$ cat config.mk
export PLATFORM = sky130hd
export DESIGN_NAME = bist_ctrl_param
export DESIGN_NICKNAME = d
export VERILOG_FILES = /design/src/rtl/bist_ctrl_param.sv
export SDC_FILE = /design/constraint.sdc
export NUM_CORES = 1
export LEC_CHECK = 0
export ABC_AREA = 1
export BUFFER_PORTS_ARGS = -buffer_cell sky130_fd_sc_hd__buf_2
export CORE_MARGIN = 2
export CORE_UTILIZATION = 57
export CTS_BUF_LIST = sky130_fd_sc_hd__clkbuf_8
export DETAILED_ROUTE_END_ITERATION = 6
export PLACE_DENSITY_LB_ADDON = 0.15
export SLEW_MARGIN = 10
export SYNTH_ARGS = -nofsm -noshare
export SYNTH_HDL_FRONTEND = slang
export SYNTH_SLANG_ARGS = --single-unit
export TNS_END_PERCENT = 1
$ cat constraint.sdc
create_clock -name CLK -period 1.6 [get_ports CLK]
set_clock_uncertainty 0.05 [all_clocks]
set_input_delay 0.24 -clock CLK [delete_from_list [all_inputs] [get_ports CLK]]
set_output_delay 0.24 -clock CLK [all_outputs]
set_load 0.01 [all_outputs]
$ cat src/rtl/bist_ctrl_param.sv
// Built-in self-test controller: LFSR pattern source, MISR response compactor,
// golden-signature compare, transparent to func_in outside a test run.
module bist_ctrl_param #(
    parameter int unsigned         TPG_W        = 3,
    parameter int unsigned         RSP_W        = 2,
    parameter int unsigned         LFSR_W       = 4,
    parameter logic [LFSR_W-1:0]   LFSR_TAPS    = 4'b1100,
    parameter logic [LFSR_W-1:0]   LFSR_SEED    = 4'b0001,
    parameter int unsigned         MISR_W       = 8,
    parameter logic [MISR_W-1:0]   MISR_TAPS    = 8'b10111000,
    parameter logic [MISR_W-1:0]   GOLDEN_SIG   = 8'hA5,
    parameter int unsigned         N_PATTERNS   = 16,
    parameter int unsigned         RESET_CYCLES = 2,
    parameter int unsigned         CUT_LAT      = 1
) (
    input  logic              CLK,
    input  logic              RST_N,
    input  logic              bist_start,
    input  logic [TPG_W-1:0]  func_in,
    input  logic [RSP_W-1:0]  cut_out,
    output logic [TPG_W-1:0]  cut_in,
    output logic              cut_rst,
    output logic              bist_active,
    output logic              bist_end,
    output logic              pass_fail,
    output logic [MISR_W-1:0] signature
);

    localparam int unsigned SPAN    = N_PATTERNS + CUT_LAT;
    localparam int unsigned CNT_MAX = (RESET_CYCLES > SPAN) ? RESET_CYCLES : SPAN;
    localparam int unsigned CNT_W   = $clog2(CNT_MAX + 1);

    // The counter runs continuously through RUN and FLUSH so capture is a single threshold.
    localparam logic [CNT_W-1:0] INIT_LAST  = CNT_W'(RESET_CYCLES - 1);
    localparam logic [CNT_W-1:0] RUN_LAST   = CNT_W'(N_PATTERNS - 1);
    localparam logic [CNT_W-1:0] FLUSH_LAST = CNT_W'(SPAN - 1);
    localparam logic [CNT_W-1:0] CAP_FIRST  = CNT_W'(CUT_LAT);

    typedef enum logic [2:0] {
        S_IDLE,
        S_INIT,
        S_RUN,
        S_FLUSH,
        S_COMPARE,
        S_DONE
    } state_t;

    state_t              state_q, state_n;
    logic [CNT_W-1:0]    cnt_q, cnt_n;
    logic [LFSR_W-1:0]   lfsr_q, lfsr_n, lfsr_step;
    logic [MISR_W-1:0]   misr_q, misr_n, misr_step;
    logic                pass_q, pass_n;
    logic                start_q;
    logic                start_pulse;
    logic                active_q, end_q, rst_q;

    assign start_pulse = bist_start & ~start_q;
    assign lfsr_step   = {lfsr_q[LFSR_W-2:0], ^(lfsr_q & LFSR_TAPS)};
    assign misr_step   = {misr_q[MISR_W-2:0], ^(misr_q & MISR_TAPS)} ^ MISR_W'(cut_out);

    // Next-state and datapath update
    always_comb begin
        state_n = state_q;
        cnt_n   = cnt_q;
        lfsr_n  = lfsr_q;
        misr_n  = misr_q;
        pass_n  = pass_q;
        unique case (state_q)
            S_IDLE, S_DONE: begin
                if (start_pulse) begin
                    state_n = S_INIT;
                    cnt_n   = '0;
                    lfsr_n  = LFSR_SEED;
                    misr_n  = '0;
                    pass_n  = 1'b0;
                end
            end
            S_INIT: begin
                if (cnt_q == INIT_LAST) begin
                    state_n = S_RUN;
                    cnt_n   = '0;
                end else begin
                    cnt_n = cnt_q + 1'b1;
                end
            end
            S_RUN: begin
                if (cnt_q >= CAP_FIRST) begin
                    misr_n = misr_step;
                end
                // Last pattern stays on cut_in through FLUSH, so the LFSR stops here.
                if (cnt_q == RUN_LAST) begin
                    state_n = (CUT_LAT == 0) ? S_COMPARE : S_FLUSH;
                end else begin
                    lfsr_n = lfsr_step;
                end
                cnt_n = cnt_q + 1'b1;
            end
            S_FLUSH: begin
                if (cnt_q >= CAP_FIRST) begin
                    misr_n = misr_step;
                end
                if (cnt_q == FLUSH_LAST) begin
                    state_n = S_COMPARE;
                end
                cnt_n = cnt_q + 1'b1;
            end
            S_COMPARE: begin
                pass_n  = (misr_q == GOLDEN_SIG);
                state_n = S_DONE;
            end
            default: begin
                state_n = S_IDLE;
            end
        endcase
    end

    // State, datapath and registered status flags
    always_ff @(posedge CLK or negedge RST_N) begin
        if (!RST_N) begin
            state_q  <= S_IDLE;
            cnt_q    <= '0;
            lfsr_q   <= LFSR_SEED;
            misr_q   <= '0;
            pass_q   <= 1'b0;
            start_q  <= 1'b0;
            active_q <= 1'b0;
            end_q    <= 1'b0;
            rst_q    <= 1'b0;
        end else begin
            state_q  <= state_n;
            cnt_q    <= cnt_n;
            lfsr_q   <= lfsr_n;
            misr_q   <= misr_n;
            pass_q   <= pass_n;
            start_q  <= bist_start;
            active_q <= (state_n != S_IDLE) && (state_n != S_DONE);
            end_q    <= (state_n == S_DONE);
            rst_q    <= (state_n == S_INIT);
        end
    end

    assign cut_in      = ((state_q == S_IDLE) || (state_q == S_DONE)) ? func_in : lfsr_q[TPG_W-1:0];
    assign cut_rst     = rst_q;
    assign bist_active = active_q;
    assign bist_end    = end_q;
    assign pass_fail   = pass_q;
    assign signature   = misr_q;

endmodule

==> impl_metrics.csv <==
group,metric,value,unit
place,port_buffers,22,
timing,setup_viol,4,
power,p_total,0.003129,W
cts,clk_pin_slew_worst_paths,80,ps
detailed_routing,wl_per_cell,13.79,um
synth,ys_ff_latch,25,
floorplan,start_util,61.27,%
floorplan,ios,23,
place,dpl_worst_slack,18.02,ps
timing,rsz0062_at_grt,"yes",
final_layout,layout-area-overhead-vs-synth,25.63,%
worst_setup_path,crit_type,"reg2out",
timing,relSlewSlack,62.88,%
worst_setup_path,endpoint_kind,"output port",
timing,hold_violations,0,
floorplan,core_area,2255,um^2
global_route,use_met3,2.260,%
synth,synth_cell_types,24,
synth,synth_nets,182,
global_route,overflow,0,
worst_setup_path,crit_arrival,1420,ps
global_route,grt_util_met2,46.09,%
flow_run,drv_cap,0,
worst_setup_path,crit_path_max_fanout,4,
timing,finalCriticalPeriod,1712,ps
final_layout,nets,221,
synth,ys_seq_area_share,45.38,%
detailed_routing,drc,0,
synth,synth_area,1381,um^2
final_layout,drive_above_1_share,29.95,%
final_layout,fin_util,76.97,%
global_route,use_met1,32.07,%
cts,insertion_delay,260,ps
cts,htree_levels,1,
detailed_routing,viasPerCell,5.477,
detailed_routing,first_pass_iters,4,
timing,post-route-worst-setup-slack,-112.4,ps
final_layout,diodes,0,
timing,timing.hold.ws,46.46,ps
floorplan,fp.dieArea,2833,um^2
timing,fmax,584.0,MHz
global_route,grt_max_degree,26,
timing,fin_crit_sh,107.0,%
power,peakVddDrop,1.230,mV
worst_setup_path,cp-start-kind,"register",
global_route,track_usage,26.14,%
final_layout,final_common_cell,"nand2_1",
timing,slew_viol_final,0,
global_route,grt_pass1_vias,1238,
global_route,grt_pass1_wl,5368,um
place,dpl.cell_count,222,
synth,syn_inst,169,
synth,avgSynthCellArea,8.174,um^2
timing,worstMarginPinSlew,556.8,ps
final_layout,final_cell_mix,"nand2_1 (45), dfrtp_1 (21), buf_2 (20)",
floorplan,rows,17,
outcome,status,"finished with violations",
floorplan,die_w,53.23,um
outcome,violations,"negative setup slack",
cts,tritoncts,"built",
cts,cts_buffer_depth,2,
cts,cts_made_buffers,3,
global_route,top_usage_layer,"met2",
place,routabilityCongestion,0.9279,
floorplan,fp.dieH,53.23,um
detailed_routing,antenna_left,0,
synth,ys_warn_count,0,
power,p_leak,0.9288,nW
place,dp_hpwl,2206,um
cts,cts_sinks,25,
detailed_routing,finalWirelength,3240,um
global_route,antenna_found_initial,0,
worst_setup_path,critPathRequiredTime,1310,ps
hold_path,hold_class,"in2reg",
cts,cts_root_buffer,"clkbuf_8",
detailed_routing,num_vias,1287,
power,p_per_area,1803,nW/um^2
detailed_routing,drtIter0Drc,28,
final_layout,fin_cells,235,
## per-layer routing
layer / vias up / wire (um)
li1: 617 / -
met1: 609 / 1330
met2: 55 / 1703
met3: 6 / 154
met4: 0 / 51
met5: - / 0
## per-stage QoR
step	setup TNS [ps]	instance area, um^2
after floorplan	0	1381
after global placement	0	1553
after detailed placement	0	1553
after CTS	-306.6	1690
after global routing	-1197	1735
final	-276.8	1735
## worst paths after layout
path | depth (start not counted) | from | slack (ps) | to
setup / recovery | 5 | state_q[0] | -110 | cut_in[0]
hold / removal | 1 | bist_start | 50 | start_q
setup reg to reg | 10 | cnt_q[0] | -20 | cut_rst
hold reg to reg | 2 | lfsr_q[0] | 440 | lfsr_q[0]
max in group asynchronous | 2 | RST_N | 640 | cnt_q[0]
min in group asynchronous | 2 | RST_N | 450 | bist_end
## cells by family (layout without fill, tap and decap cells)
| group | count (synthesis) | in the layout | share of synthesized area [%] |
|---|---|---|---|
| adders and majority gates | 5 | 5 | 4.529 |
| buffers and inverters | 22 | 60 | 5.978 |
| AOI/OAI and AO/OA | 17 | 17 | 6.885 |
| muxes | 2 | 2 | 1.630 |
| DFF | 25 | 25 | 45.38 |
| and+or+nand+nor | 91 | 91 | 31.16 |
| xor gates and xnor gates | 7 | 7 | 4.438 |
## critical path, stage by stage, from the launching register on
cell     delay, ps
dfrtp_2        460
inv_2          100
nand3_4         80
nand2_4         90
mux2_4         310
buf_6          120
## area by class of cell
cell class	count	area (um^2)
Timing Repair Buffer	35	222.7
Inverter	21	81.33
Clock inverter	1	3.754
Fill cell	165	519.2
Tap cell	28	35.03
Clock buffer	3	41.29
Multi-Input combinational cell	122	720.7
Sequential cell	25	630.6
## cell usage after synthesis
library cell   n  area share (%)
a21oi_1        4             1.4
a21oi_2        1            0.63
clkbuf_1       1            0.27
dfrtp_1       24              43
dfstp_2        1             1.9
ha_1           5             4.5
inv_1         18             4.9
inv_2          3            0.82
mux2_2         2             1.6
nand2_1       46              13
nand2_2        1            0.45
nand2_4        2             1.6
nand3_1       18             6.5
nand3_2        4             2.9
nand4_1        2            0.91
nor2_1        11             3.0
nor2_2         3             1.4
nor2_4         1            0.82
nor3_1         3             1.1
o21ai_0       10             3.6
o21bai_1       1            0.54
o2bb2ai_1      1            0.63
xnor2_1        2             1.3
xor2_1         5             3.2
## where the power goes
part           switching, W  leakage [nW]  internal, W
sequential         0.000181         0.323     0.000824
clock              0.000187        0.0269     0.000171
combinational       0.00104         0.579     0.000726
total               0.00141         0.929      0.00172
## sequential cells by signal, indices dropped and copies added, names as in the netlist, 3 cells and up
| name | flops |
|---|---|
| signature | 8 |
| lfsr_q | 4 |
| cnt_q | 5 |
| state_q | 3 |
## what timing repair did
action / 4_1_cts / 5_1_grt
resized for setup: 9 / 10
hold buffers: 1 / 0
endpoints found under the setup margin: 3 / 19
pin swaps: 3 / 2
hold endpoints to repair: 24 / 0
setup buffers: 6 / 2
cloned: 0 / 0
(Power assumes the default switching activity.)
